`src/rtl/cpu_seq_pkg.sv`:
```
// Shared types and field constants for the CPU control sequencer.
package cpu_seq_pkg;

  typedef enum logic [3:0] {
    S_IDLE   = 4'd0,
    S_FETCH  = 4'd1,
    S_DECODE = 4'd2,
    S_FETCH2 = 4'd3,
    S_MEMRD  = 4'd4,
    S_OPLOAD = 4'd5,
    S_EXEC   = 4'd6,
    S_WB     = 4'd7,
    S_HALT   = 4'd8,
    S_TRAP   = 4'd9
  } state_t;

  localparam logic [1:0] OT_MOVE    = 2'b00;
  localparam logic [1:0] OT_ARITH   = 2'b01;
  localparam logic [1:0] OT_LOGIC   = 2'b10;
  localparam logic [1:0] OT_ILLEGAL = 2'b11;

  localparam logic [3:0] OPC_HALT = 4'hF;
  localparam logic [3:0] OPC_CMP  = 4'hE;

  localparam logic [1:0] MODE_REG = 2'b00;
  localparam logic [1:0] MODE_IMM = 2'b01;
  localparam logic [1:0] MODE_DIR = 2'b10;

  localparam logic [1:0] BYTE_1 = 2'b01;
  localparam logic [1:0] BYTE_2 = 2'b10;

endpackage

```
`src/rtl/cpu_seq_wait_timer.sv`:
```
// MEMRD wait counter; expired flags the last allowed wait cycle.
module cpu_seq_wait_timer #(
  parameter int WAIT_MAX = 15
) (
  input  logic clk,
  input  logic rst,
  input  logic clr,
  input  logic en,
  output logic expired
);

  logic [3:0] cnt_q;

  always_ff @(posedge clk) begin
    if (rst || clr) cnt_q <= '0;
    else if (en) cnt_q <= cnt_q + 4'd1;
  end

  // This cycle's increment would reach WAIT_MAX.
  assign expired = en && (cnt_q == 4'(WAIT_MAX - 1));

endmodule

```
`src/rtl/cpu_sequencer.sv`:
```
// Multi-cycle fetch/decode/operand/execute/writeback control FSM
// for the 16-bit CPU datapath.
module cpu_sequencer
  import cpu_seq_pkg::*;
#(
  parameter int WAIT_MAX = 15,
  parameter int RET_W    = 16
) (
  input  logic             clk,
  input  logic             rst,
  input  logic             en,
  input  logic [1:0]       ins_byte,
  input  logic [1:0]       ins_mode,
  input  logic [1:0]       ins_ot,
  input  logic [3:0]       ins_opcode,
  input  logic             mem_ready,
  output logic             ins_load,
  output logic             op1_load,
  output logic             op2_load,
  output logic             reg_load,
  output logic             pc_inc,
  output logic             pc_load,
  output logic             ram_rd,
  output logic             halted,
  output logic             trap,
  output logic [3:0]       state,
  output logic [RET_W-1:0] retired
);

  state_t           state_q, state_d;
  logic             no_wb_q;
  logic [RET_W-1:0] ret_q;
  logic             wt_clr, wt_en, wt_exp;

  cpu_seq_wait_timer #(
    .WAIT_MAX(WAIT_MAX)
  ) u_wait (
    .clk    (clk),
    .rst    (rst),
    .clr    (wt_clr),
    .en     (wt_en),
    .expired(wt_exp)
  );

  always_ff @(posedge clk) begin
    if (rst) begin
      state_q <= S_IDLE;
      no_wb_q <= 1'b0;
      ret_q   <= '0;
    end else begin
      state_q <= state_d;
      if (state_q == S_DECODE)
        no_wb_q <= (ins_ot == OT_MOVE) &&
                   (ins_opcode == OPC_CMP);
      if (state_q == S_WB)
        ret_q <= ret_q + RET_W'(1);
    end
  end

  always_comb begin
    state_d  = state_q;
    ins_load = 1'b0;
    op1_load = 1'b0;
    op2_load = 1'b0;
    reg_load = 1'b0;
    pc_inc   = 1'b0;
    ram_rd   = 1'b0;
    wt_clr   = 1'b1;
    wt_en    = 1'b0;
    case (state_q)
      S_IDLE: begin
        if (en) state_d = S_FETCH;
      end
      S_FETCH: begin
        ins_load = 1'b1;
        state_d  = S_DECODE;
      end
      S_DECODE: begin
        if (ins_ot == OT_ILLEGAL)
          state_d = S_TRAP;
        else if (ins_ot == OT_MOVE &&
                 ins_opcode == OPC_HALT)
          state_d = S_HALT;
        else if (ins_byte == BYTE_2)
          state_d = S_FETCH2;
        else if (ins_mode == MODE_DIR)
          state_d = S_MEMRD;
        else
          state_d = S_OPLOAD;
      end
      S_FETCH2: begin
        pc_inc  = 1'b1;
        state_d = (ins_mode == MODE_DIR) ?
                  S_MEMRD : S_OPLOAD;
      end
      S_MEMRD: begin
        ram_rd = 1'b1;
        wt_clr = mem_ready;
        wt_en  = !mem_ready;
        if (mem_ready) state_d = S_OPLOAD;
        else if (wt_exp) state_d = S_TRAP;
      end
      S_OPLOAD: begin
        op1_load = 1'b1;
        op2_load = 1'b1;
        state_d  = S_EXEC;
      end
      S_EXEC: begin
        state_d = S_WB;
      end
      S_WB: begin
        reg_load = !no_wb_q;
        pc_inc   = 1'b1;
        state_d  = en ? S_FETCH : S_IDLE;
      end
      S_HALT: state_d = S_HALT;
      S_TRAP: state_d = S_TRAP;
      // Unused encodings fall into TRAP.
      default: state_d = S_TRAP;
    endcase
  end

  assign pc_load = 1'b0;
  assign halted  = (state_q == S_HALT);
  assign trap    = (state_q == S_TRAP);
  assign state   = state_q;
  assign retired = ret_q;

endmodule

```
`config.mk`:
```
export PLATFORM = sky130hd
export DESIGN_NAME = cpu_sequencer
export DESIGN_NICKNAME = d
export VERILOG_FILES = /design/src/rtl/cpu_seq_pkg.sv /design/src/rtl/cpu_seq_wait_timer.sv /design/src/rtl/cpu_sequencer.sv
export SDC_FILE = /design/constraint.sdc
export NUM_CORES = 1
export LEC_CHECK = 0
export CAP_MARGIN = 0
export CORE_MARGIN = 4
export CORE_UTILIZATION = 55
export CTS_CLUSTER_SIZE = 16
export DETAILED_ROUTE_END_ITERATION = 7
export DONT_BUFFER_PORTS = 1
export MAX_ROUTING_LAYER = met4
export PLACE_DENSITY_LB_ADDON = 0.3
export SYNTH_ARGS = -nofsm -noshare
export SYNTH_HDL_FRONTEND = slang
export SYNTH_HIERARCHICAL = 1
export SYNTH_SLANG_ARGS = --single-unit
export TNS_END_PERCENT = 50
```
`constraint.sdc`:
```
create_clock -name clk -period 2.53 [get_ports clk]
set_clock_uncertainty 0.1 [all_clocks]
set_input_delay 0.3795 -clock clk [delete_from_list [all_inputs] [get_ports clk]]
set_output_delay 0.3795 -clock clk [all_outputs]
set_load 0.03 [all_outputs]
```
==> qor.csv, run 1 <==
stage,metric,value,unit
status,outcome,"finished, final reports clean",
worst_setup_path,cp.arrival,1.77,ns
logic_synthesis,syn_nets,182,
clock_tree,cts_root_buf,clkbuf_4,
finish,drive_above_1_share,13.07,%
timing,period_needed,2.252,ns
power,leakage,0.0005641,µW
route,drt_iter0_drc,29,
finish,antenna-diode-count,0,
logic_synthesis,synthDistinctLibCells,48,
place,gp_congestion,0.7816,
finish,layout.nets,194,
logic_synthesis,synth_enable_flop_cells,0,
logic_synthesis,synth_top_area_share,36.53,%
place,io_buffers,0,
timing,finalMaxSlewViolations,0,
timing,final_hold_viol_count,0,
timing,setup_tns,0,ns
global_routing,grt.total_usage,20.01,%
power,p_sw,382.6,µW
route,wl_per_cell,15.59,µm
power,comb_power_share,29.7,%
global_routing,grt-ovfl-total,0,
logic_synthesis,synth-async-reset-ratio,0,%
logic_synthesis,ys_warn_count,6,
floorplan,num_io_pins,43,
route,drt_wl_total,3.180,mm
logic_synthesis,ys_ff_latch,25,
worst_setup_path,crit_type,reg2out,
clock_tree,cts_resized,0,
worst_setup_path,required,2.05,ns
clock_tree,clk_pin_slew,0.14,ns
power,peakVddDrop,0.0004971,V
worst_setup_path,startpoint_type,register,
clock_tree,insertion_delay,0.32,ns
logic_synthesis,synth_area_leader_cell,dfxtp_1,
floorplan,die_h,57.91,µm
clock_tree,cts.sinks,25,
logic_synthesis,post_synth_main_area_contributors,"dfxtp_1 (37%), nor2_1 (4.9%), a21oi_1 (4.7%), xnor2_1 (3.2%), xor2_1 (3.2%)",
power,pwr-share-seq,51.7,%
route,dr.pass1.iters,5,
route,num_vias,1252,
power,switching_share,39.70,%
global_routing,antenna_found_initial,0,
timing,worstMarginPinSlew,0.6101,ns
place,dp_hpwl,2.301,mm
power,clkPwrFrac,18.6,%
global_routing,grt_pass1_wl,5.181,mm
floorplan,die-area,3354,µm²
power,powerDensity,636.0,nW/µm²
global_routing,grt_max_degree,21,
clock_tree,cts_buffers,3,
power,internal-power,581.1,µW
timing,period_share,89.03,%
worst_setup_path,cp-end-kind,primary output,
logic_synthesis,syn_area_per_cell,8.303,µm²
min_path,hold_path.class,in2reg,
timing,finalSetupViolations,0,
route,vias_per_cell,6.137,
clock_tree,cts.htree.levels,1,
logic_synthesis,yosysMostFrequentCell,dfxtp_1,
logic_synthesis,ys_seq_area_share,36.53,%
timing,slew_headroom,59.27,%
floorplan,rows,17,
logic_synthesis,synth_top_flop_cell,dfxtp_1,
logic_synthesis,ys_top_cells_by_count,"dfxtp_1 (25), nor2_1 (18), a21oi_1 (13), nand2_1 (9)",
timing,layout_setup_ws,0.2777,ns
clock_tree,cts_buffer_depth,2,
timing,max_freq,0.4440,GHz
floorplan,start_util,59.64,%
place,preCtsSetupSlack,0.4001,ns
clock_tree,post-cts-setup-buffers,0,
global_routing,grt_pass1_vias,1218,
floorplan,coreArea,2297,µm²
floorplan,die-width,57.91,µm
clock_tree,cts_tree,yes,
logic_synthesis,synth_cells,165,
route,drtAntennaViolNets,0,
route,drc,0,
finish,num-fill-cells,204,
finish,area_growth,10.59,%
worst_setup_path,crit_path_max_fanout,10,
flow_run,maxCapViolCount,0,
logic_synthesis,synth.cell_area,1370,µm²
timing,grt_setup_unrepaired,no,
## final cells by class
| type | count | area (µm²) | area share [%] |
|---|---|---|---|
| clock buffer | 4 | 26.28 | 1.734 |
| timing repair buffer | 17 | 135.1 | 8.918 |
| inverter | 7 | 26.28 | 1.734 |
| tap | 28 | 35.03 | 2.312 |
| multi-input combinational | 123 | 792.0 | 52.27 |
| sequential | 25 | 500.5 | 33.03 |
## kinds of logic after synthesis
family          count (synthesis)  synth area share, %
xor+xnor                       10                6.392
simple gates                   77                32.51
other cells                     1               0.2737
compound gates                 30                13.97
buf+inv                        17                6.027
fa+ha+maj                       3                2.740
mux                             2                1.552
flops                          25                36.53
## power by group through the flow
stage               Combinational, µW  Sequential (µW)  Clock [µW]
finish                            287              498         179
global route                      305              503         200
CTS                               281              497         186
detailed placement                275              506           0
global placement                  263              502           0
floorplan                         240              483           0
## flip-flops by register name, summed over array words and instances (netlist names)
name / count
retired: 16
u_wait/cnt_q: 4
no_wb_q: 1
state: 4
## placed cells by master, fill, tap and decap left out, types with 5 or more instances in the layout
master    n
inv_1     7
nand3_1   7
dfxtp_1  25
a21oi_1  13
buf_4    14
xor2_1    5
nand4_1   6
or3_1     5
xnor2_1   5
nor2_1   18
nor3_1    5
nand2_1   9
## routing by layer
metal / vias up / global-route usage [%] / share of wire [%]
li1: 619 / - / -
met5: - / - / 0
met1: 587 / 22.90 / 43
met3: 8 / 6.236 / 8.0
met2: 38 / 32.42 / 47
met4: 0 / 7.947 / 1.7
## stage by stage
step	power (µW)	cell area, µm²	util, %	hold slack (ns)	std cells
after floorplan	723.0	1375	-	0.3323	165
after global placement	765.3	1459	63.51	0.3468	197
after detailed placement	781.0	1459	63.51	0.3535	197
after CTS	964.1	1505	65.52	0.00007927	203
after global routing	1008	1515	65.96	0.0005984	204
final	963.7	1515	65.96	0.02005	204
## final timing paths
| check | endpoint | slack [ns] | cells after the start | from |
|---|---|---|---|---|
| worst max-delay path | halted | 0.28 | 2 | state[0] |
| worst min-delay path | u_wait/cnt_q[0] | 0.02 | 1 | rst |
| worst max register to register | retired[15] | 0.36 | 4 | state[0] |
| worst min register to register | no_wb_q | 0.39 | 2 | no_wb_q |
## repair_timing
action	CTS	global route
hold endpoints to repair	6	11
hold buffers	2	1
endpoints found under the setup margin	0	0
## worst max-delay path, cell delays in order, from the launching register on
cell	delay [ns]
dfxtp_1	0.53
or2_2	0.45
nor2_1	0.47
No activity file was read; power rests on OpenSTA's default activity.
==> run 2, diff against run 1 <==
--- a/config.mk
+++ b/config.mk
@@ -7,7 +7,7 @@
 export LEC_CHECK = 0
 export CAP_MARGIN = 0
 export CORE_MARGIN = 4
-export CORE_UTILIZATION = 55
+export CORE_UTILIZATION = 40
 export CTS_CLUSTER_SIZE = 16
 export DETAILED_ROUTE_END_ITERATION = 7
 export DONT_BUFFER_PORTS = 1
==> run 2 against run 1 <==
Register-to-register slack improved by 0.06 ns. Sequential cell count did not move. Setup slack got worse by 0.0060 ns. Sequential power barely moved. Routed wire length fell by 0.94%. Die area rose by 32%. Sequential share of layout area fell by 0.27 points. Critical path depth did not move. Clock-buffer cell count did not move. Global-route usage fell by 5.1 points. Critical path type unchanged.
==> qor.csv, run 2 (synthesis results as in run 1) <==
stage,metric,value,unit,change
global_routing,grt_max_degree,20,,-4.8%
power,leakage,0.0005587,µW,-0.96%
worst_setup_path,crit_path_max_fanout,10,,unchanged
route,drc,0,,unchanged
timing,grt_setup_unrepaired,no,,
place,gp_congestion,0.8053,,+3.0%
power,power,943.9,µW,-2.1%
clock_tree,cts_buffer_depth,2,,unchanged
route,drtAntennaViolNets,0,,unchanged
worst_setup_path,r2r_slack,0.42,ns,+0.06 ns
finish,final_common_cell,dfxtp_1,,
floorplan,die-width,66.53,µm,+15%
min_path,hold_path_depth,1,,unchanged
floorplan,coreArea,3153,µm²,+37%
worst_setup_path,crit_type,reg2out,,
worst_setup_path,slowest_delay,0.71,ns,+0.18 ns
global_routing,grt.total_usage,14.91,%,-5.1 points
route,vias_per_cell,5.648,,-8.0%
timing,finalMaxSlewViolations,0,,unchanged
worst_setup_path,crit_path_cell_trace,nand4b_4 -> nor2_1,,
finish,largest_reg_flops,16,,unchanged
clock_tree,cts_resized,0,,unchanged
floorplan,die_h,66.53,µm,+15%
min_path,min_from,rst,,
floorplan,rows,20,,+3
global_routing,grt-ovfl-total,0,,unchanged
place,preCtsSetupSlack,0.4234,ns,+0.02334 ns
global_routing,grt.busiest_layer,met2,,
worst_setup_path,timing.rr.start,state[0],,
floorplan,num_io_pins,43,,unchanged
finish,final_util,48.45,%,-18 points
timing,hold_slack,0.007502,ns,-0.01255 ns
flow_run,maxCapViolCount,0,,unchanged
place,io_buffers,0,,unchanged
global_routing,grt_pass1_wl,5.043,mm,-2.7%
global_routing,grt_pass1_vias,1123,,-7.8%
global_routing,use_met1,16.41,%,-6.5 points
worst_setup_path,cp.arrival,1.78,ns,about the same
finish,multiInputGateArea,792.0,µm²,unchanged
floorplan,start_util,43.45,%,-16 points
timing,setup_tns,0,ns,unchanged
clock_tree,cts_buffers,3,,unchanged
clock_tree,cts_root_buf,clkbuf_4,,
timing,max_freq,0.4428,GHz,-0.26%
timing,slew_headroom,59.25,%,about the same
worst_setup_path,required,2.05,ns,about the same
route,wl_per_cell,14.38,µm,-7.7%
power,peakVddDrop,0.0003128,V,-37%
clock_tree,cts.sinks,25,,unchanged
clock_tree,clk_pin_slew,0.13,ns,about the same
worst_setup_path,startpoint_type,register,,
finish,final_cell_mix,"dfxtp_1 (25), nor2_1 (18), a21oi_1 (13), buf_4 (13), nand2_1 (9)",,
finish,num-fill-cells,333,,+63%
power,powerDensity,617.9,nW/µm²,-2.9%
finish,layout.nets,193,,-0.52%
worst_setup_path,r2r_cells,4,,unchanged
global_routing,grt_use_met2,25.15,%,-7.3 points
worst_setup_path,r2r_end,retired[15],,
route,dr.pass1.iters,4,,-1
timing,final_hold_viol_count,0,,unchanged
min_path,hold_path.class,in2reg,,
timing,finalSetupViolations,0,,unchanged
clock_tree,insertion_delay,0.32,ns,about the same
timing,period_needed,2.258,ns,+0.005950 ns
finish,drive_above_1_share,12.57,%,-0.50 points
finish,antenna-diode-count,0,,unchanged
worst_setup_path,cp_num_buf_inv,0,,unchanged
min_path,worstHoldEndpoint,retired[3],,
timing,period_share,89.26,%,+0.24 points
route,drt_wl_total,3.150,mm,-0.94%
status,outcome,"finished, final reports clean",,
global_routing,grtUsageMet3,6.408,%,+0.17 points
finish,area_growth,11.51,%,
place,dp_hpwl,2.343,mm,+1.9%
route,drt_iter0_drc,75,,+160%
timing,layout_setup_ws,0.2717,ns,-0.005950 ns
timing,worstMarginPinSlew,0.6104,ns,+0.0002310 ns
finish,seqCellArea,500.5,µm²,unchanged
clock_tree,cts_tree,yes,,
clock_tree,cts.htree.levels,1,,unchanged
worst_setup_path,crit_family,simple AND/OR/NAND/NOR gates,,
global_routing,antenna_found_initial,0,,unchanged
worst_setup_path,cp-end-kind,primary output,,
worst_setup_path,critPathSlowestCell,dfxtp_1,,
floorplan,die-area,4426,µm²,+32%
route,num_vias,1237,,-1.2%
-- run 2: cell type report --
type / instances / share of cell area [%]
Multi-Input combinational cell: 123 / 51.84
Sequential cell: 25 / 32.76
Timing Repair Buffer: 16 / 8.354
Tap cell: 44 / 3.604
Clock buffer: 4 / 1.720
Inverter: 7 / 1.720
-- run 2: report_power, final --
part | switching (µW) | internal, µW | leakage [µW]
sequential | 80.8 | 414 | 0.000202
combinational | 170 | 103 | 0.000342
clock | 115 | 61.7 | 0.0000150
-- run 2: what timing repair did --
action                                 CTS  global route
hold buffers                             1             2
setup buffers                            0             0
endpoints found under the hold margin    7            12
-- run 2: worst max path at each step --
stage	startpoint	to	cells after the start
after CTS	state[0]	reg_load	2
after global routing	state[0]	reg_load	2
after detailed placement	state[0]	retired[15]	4
after global placement	state[0]	retired[15]	4
after floorplan	state[0]	state[2]	8
final	state[0]	reg_load	2
-- run 2: routing by layer --
layer | up-vias | part of all wire, % | wire [µm]
li1 | 612 | - | -
met1 | 596 | 42 | 1317
met2 | 24 | 50 | 1583
met3 | 5 | 6.9 | 216
met4 | 0 | 1.0 | 33
met5 | - | 0 | 0
-- run 2: per-stage QoR --
step	cell area, µm²	cells
after detailed placement	1471	212
after global routing	1528	219
after floorplan	1375	165
final	1528	219
after CTS	1508	217
after global placement	1471	212
==> run 3, diff against run 2 <==
--- a/config.mk
+++ b/config.mk
@@ -13,6 +13,7 @@
 export DONT_BUFFER_PORTS = 1
 export MAX_ROUTING_LAYER = met4
 export PLACE_DENSITY_LB_ADDON = 0.3
+export SLEW_MARGIN = 20
 export SYNTH_ARGS = -nofsm -noshare
 export SYNTH_HDL_FRONTEND = slang
 export SYNTH_HIERARCHICAL = 1
==> constraint.sdc (replaced) <==
create_clock -name clk -period 2.32 [get_ports clk]
set_clock_uncertainty 0.1 [all_clocks]
set_input_delay 0.348 -clock clk [delete_from_list [all_inputs] [get_ports clk]]
set_output_delay 0.348 -clock clk [all_outputs]
set_load 0.03 [all_outputs]
==> run 3 against run 2 <==
Clock power grew 11%. Sequential power shrank 5.7%. Final area grew 2.0%.
==> qor.csv, run 3 (synthesis results as in run 1) <==
stage,metric,value,unit,change
status,outcome,"finished, final reports clean",,
floorplan,num_io_pins,43,,unchanged
power,switching_share,38.93,%,+0.22 points
worst_setup_path,slowest_delay,0.36,ns,-0.35 ns
timing,grt_setup_unrepaired,no,,
route,vias_per_cell,5.565,,-1.5%
floorplan,rows,20,,unchanged
route,num_vias,1241,,+0.32%
route,drt_iter0_drc,49,,-35%
power,leakage,0.0005834,µW,+4.4%
floorplan,die-width,66.53,µm,unchanged
worst_setup_path,cp.arrival,2.12,ns,+0.34 ns
place,preCtsSetupSlack,0.3325,ns,-0.09092 ns
global_routing,grt_pass1_wl,5.437,mm,+7.8%
finish,layout.nets,197,,+2.1%
timing,finalMaxSlewViolations,0,,unchanged
clock_tree,insertion_delay,0.32,ns,about the same
timing,period_share,87.85,%,
power,internal-power,655.5,µW,+13%
timing,final_hold_viol_count,0,,unchanged
route,dr.pass1.iters,4,,unchanged
floorplan,die-area,4426,µm²,unchanged
worst_setup_path,cp-end-kind,register,,
worst_setup_path,critPathSlowestCell,or2_2,,
worst_setup_path,required,2.40,ns,+0.35 ns
finish,final_common_cell,dfxtp_1,,
power,comb_power_share,38.2,%,+9.3 points
route,wl_per_cell,14.39,µm,about the same
timing,layout_setup_ws,0.2819,ns,+0.01023 ns
power,peakVddDrop,0.0004195,V,+34%
worst_setup_path,crit_path_cell_trace,or2_2 -> nor3_4 -> and4_2 -> inv_1 -> o311ai_0 -> a21oi_1,,
timing,finalSetupViolations,0,,unchanged
timing,setup_tns,0,ns,unchanged
global_routing,grt_max_degree,23,,+15%
route,drt_wl_total,3.209,mm,+1.9%
finish,area_growth,13.79,%,
finish,final_cell_mix,"dfxtp_1 (25), buf_4 (19), nor2_1 (18)",,
finish,largest_reg_flops,16,,unchanged
place,place_area,1523,µm²,+3.5%
clock_tree,cts.htree.levels,1,,unchanged
timing,hold_slack,0.06514,ns,+0.05764 ns
timing,worstMarginPinSlew,0.8461,ns,+0.2357 ns
floorplan,coreArea,3153,µm²,unchanged
clock_tree,cts_buffer_depth,2,,unchanged
timing,max_freq,0.4907,GHz,
place,io_buffers,0,,unchanged
worst_setup_path,crit_type,reg2reg,,
worst_setup_path,startpoint_type,register,,
flow_run,maxCapViolCount,0,,unchanged
power,p_sw,417.8,µW,+14%
route,drtAntennaViolNets,0,,unchanged
clock_tree,cts_buffers,3,,unchanged
global_routing,grt_pass1_vias,1205,,+7.3%
power,powerDensity,688.5,nW/µm²,+11%
floorplan,start_util,43.45,%,unchanged
finish,antenna-diode-count,0,,unchanged
route,drc,0,,unchanged
clock_tree,cts.sinks,25,,unchanged
power,clkPwrFrac,18.3,%,-0.4 points
finish,drive_above_1_share,15.64,%,+3.1 points
worst_setup_path,crit_path_max_fanout,9,,-1
clock_tree,cts_hold_buffers,1,,unchanged
power,pwr-share-seq,43.5,%,-8.9 points
min_path,hold_path.class,in2reg,,
floorplan,die_h,66.53,µm,unchanged
clock_tree,cts_tree,yes,,
timing,slew_headroom,43.41,%,-16 points
finish,finish.instance_area,1559,µm²,+2.0%
global_routing,grt-ovfl-total,0,,unchanged
global_routing,grt.total_usage,16.16,%,+1.2 points
place,dp_hpwl,2.488,mm,+6.2%
clock_tree,cts_resized,0,,unchanged
timing,period_needed,2.038,ns,
clock_tree,clk_pin_slew,0.14,ns,about the same
place,gp_congestion,0.8839,,+9.8%
clock_tree,post-cts-setup-buffers,0,,unchanged
global_routing,antenna_found_initial,0,,unchanged
clock_tree,cts_root_buf,clkbuf_4,,
-- run 3: cell types whose count changed in the layout (fill, tap and decap cells not counted) --
cell and change:
dlygate4sd3_1 -2, nor3_4 +1, buf_4 +6, nor3_2 -1
-- run 3: worst paths after layout --
check	from	end	slack, ns	depth (start not counted)
min reg2reg	no_wb_q	no_wb_q	0.37	2
max	state[0]	state[2]	0.28	6
max reg2reg	state[0]	state[2]	0.28	6
min	ins_opcode[3]	no_wb_q	0.07	2
-- run 3: routing by layer --
| layer | GRT usage, % | up-vias | share of wire (%) |
|---|---|---|---|
| met5 | - | - | 0 |
| met4 | 4.569 | 0 | 0.81 |
| met3 | 5.228 | 4 | 5.5 |
| met2 | 28.62 | 19 | 53 |
| met1 | 17.18 | 595 | 41 |
| li1 | - | 623 | - |
-- run 3: stage by stage --
stage	utilization (%)	std cells	power [µW]
2_1_floorplan	-	165	795.5
3_3_place_gp	48.29	218	872.4
3_5_place_dp	48.29	218	879.7
4_1_cts	49.44	223	1084
5_1_grt	49.44	223	1135
6_report	49.44	223	1073
-- run 3: area by class of cell --
| cell class | instances | area [µm²] |
|---|---|---|
| fill | 321 | 1594 |
| multi-input combinational | 123 | 798.3 |
| sequential | 25 | 500.5 |
| timing repair buffer | 20 | 152.6 |
| tap | 44 | 55.05 |
| clock buffer | 4 | 26.28 |
| inverter | 7 | 26.28 |
-- run 3: power groups by stage --
stage	Clock (µW)	Combinational, µW	Sequential, µW
6_report	196	410	467
5_1_grt	222	441	472
4_1_cts	205	411	468
3_5_place_dp	0	402	478
3_3_place_gp	0	396	476
2_1_floorplan	0	269	526
-- run 3: worst max-delay path: cells and delay by family, from the launching register on --
| kind | cells | cell delay (ns) |
|---|---|---|
| AND/OR/NAND/NOR | 3 | 1.02 |
| AO/OA/AOI/OAI | 2 | 0.40 |
| buffers and inverters | 1 | 0.04 |
| flip-flops | 1 | 0.33 |
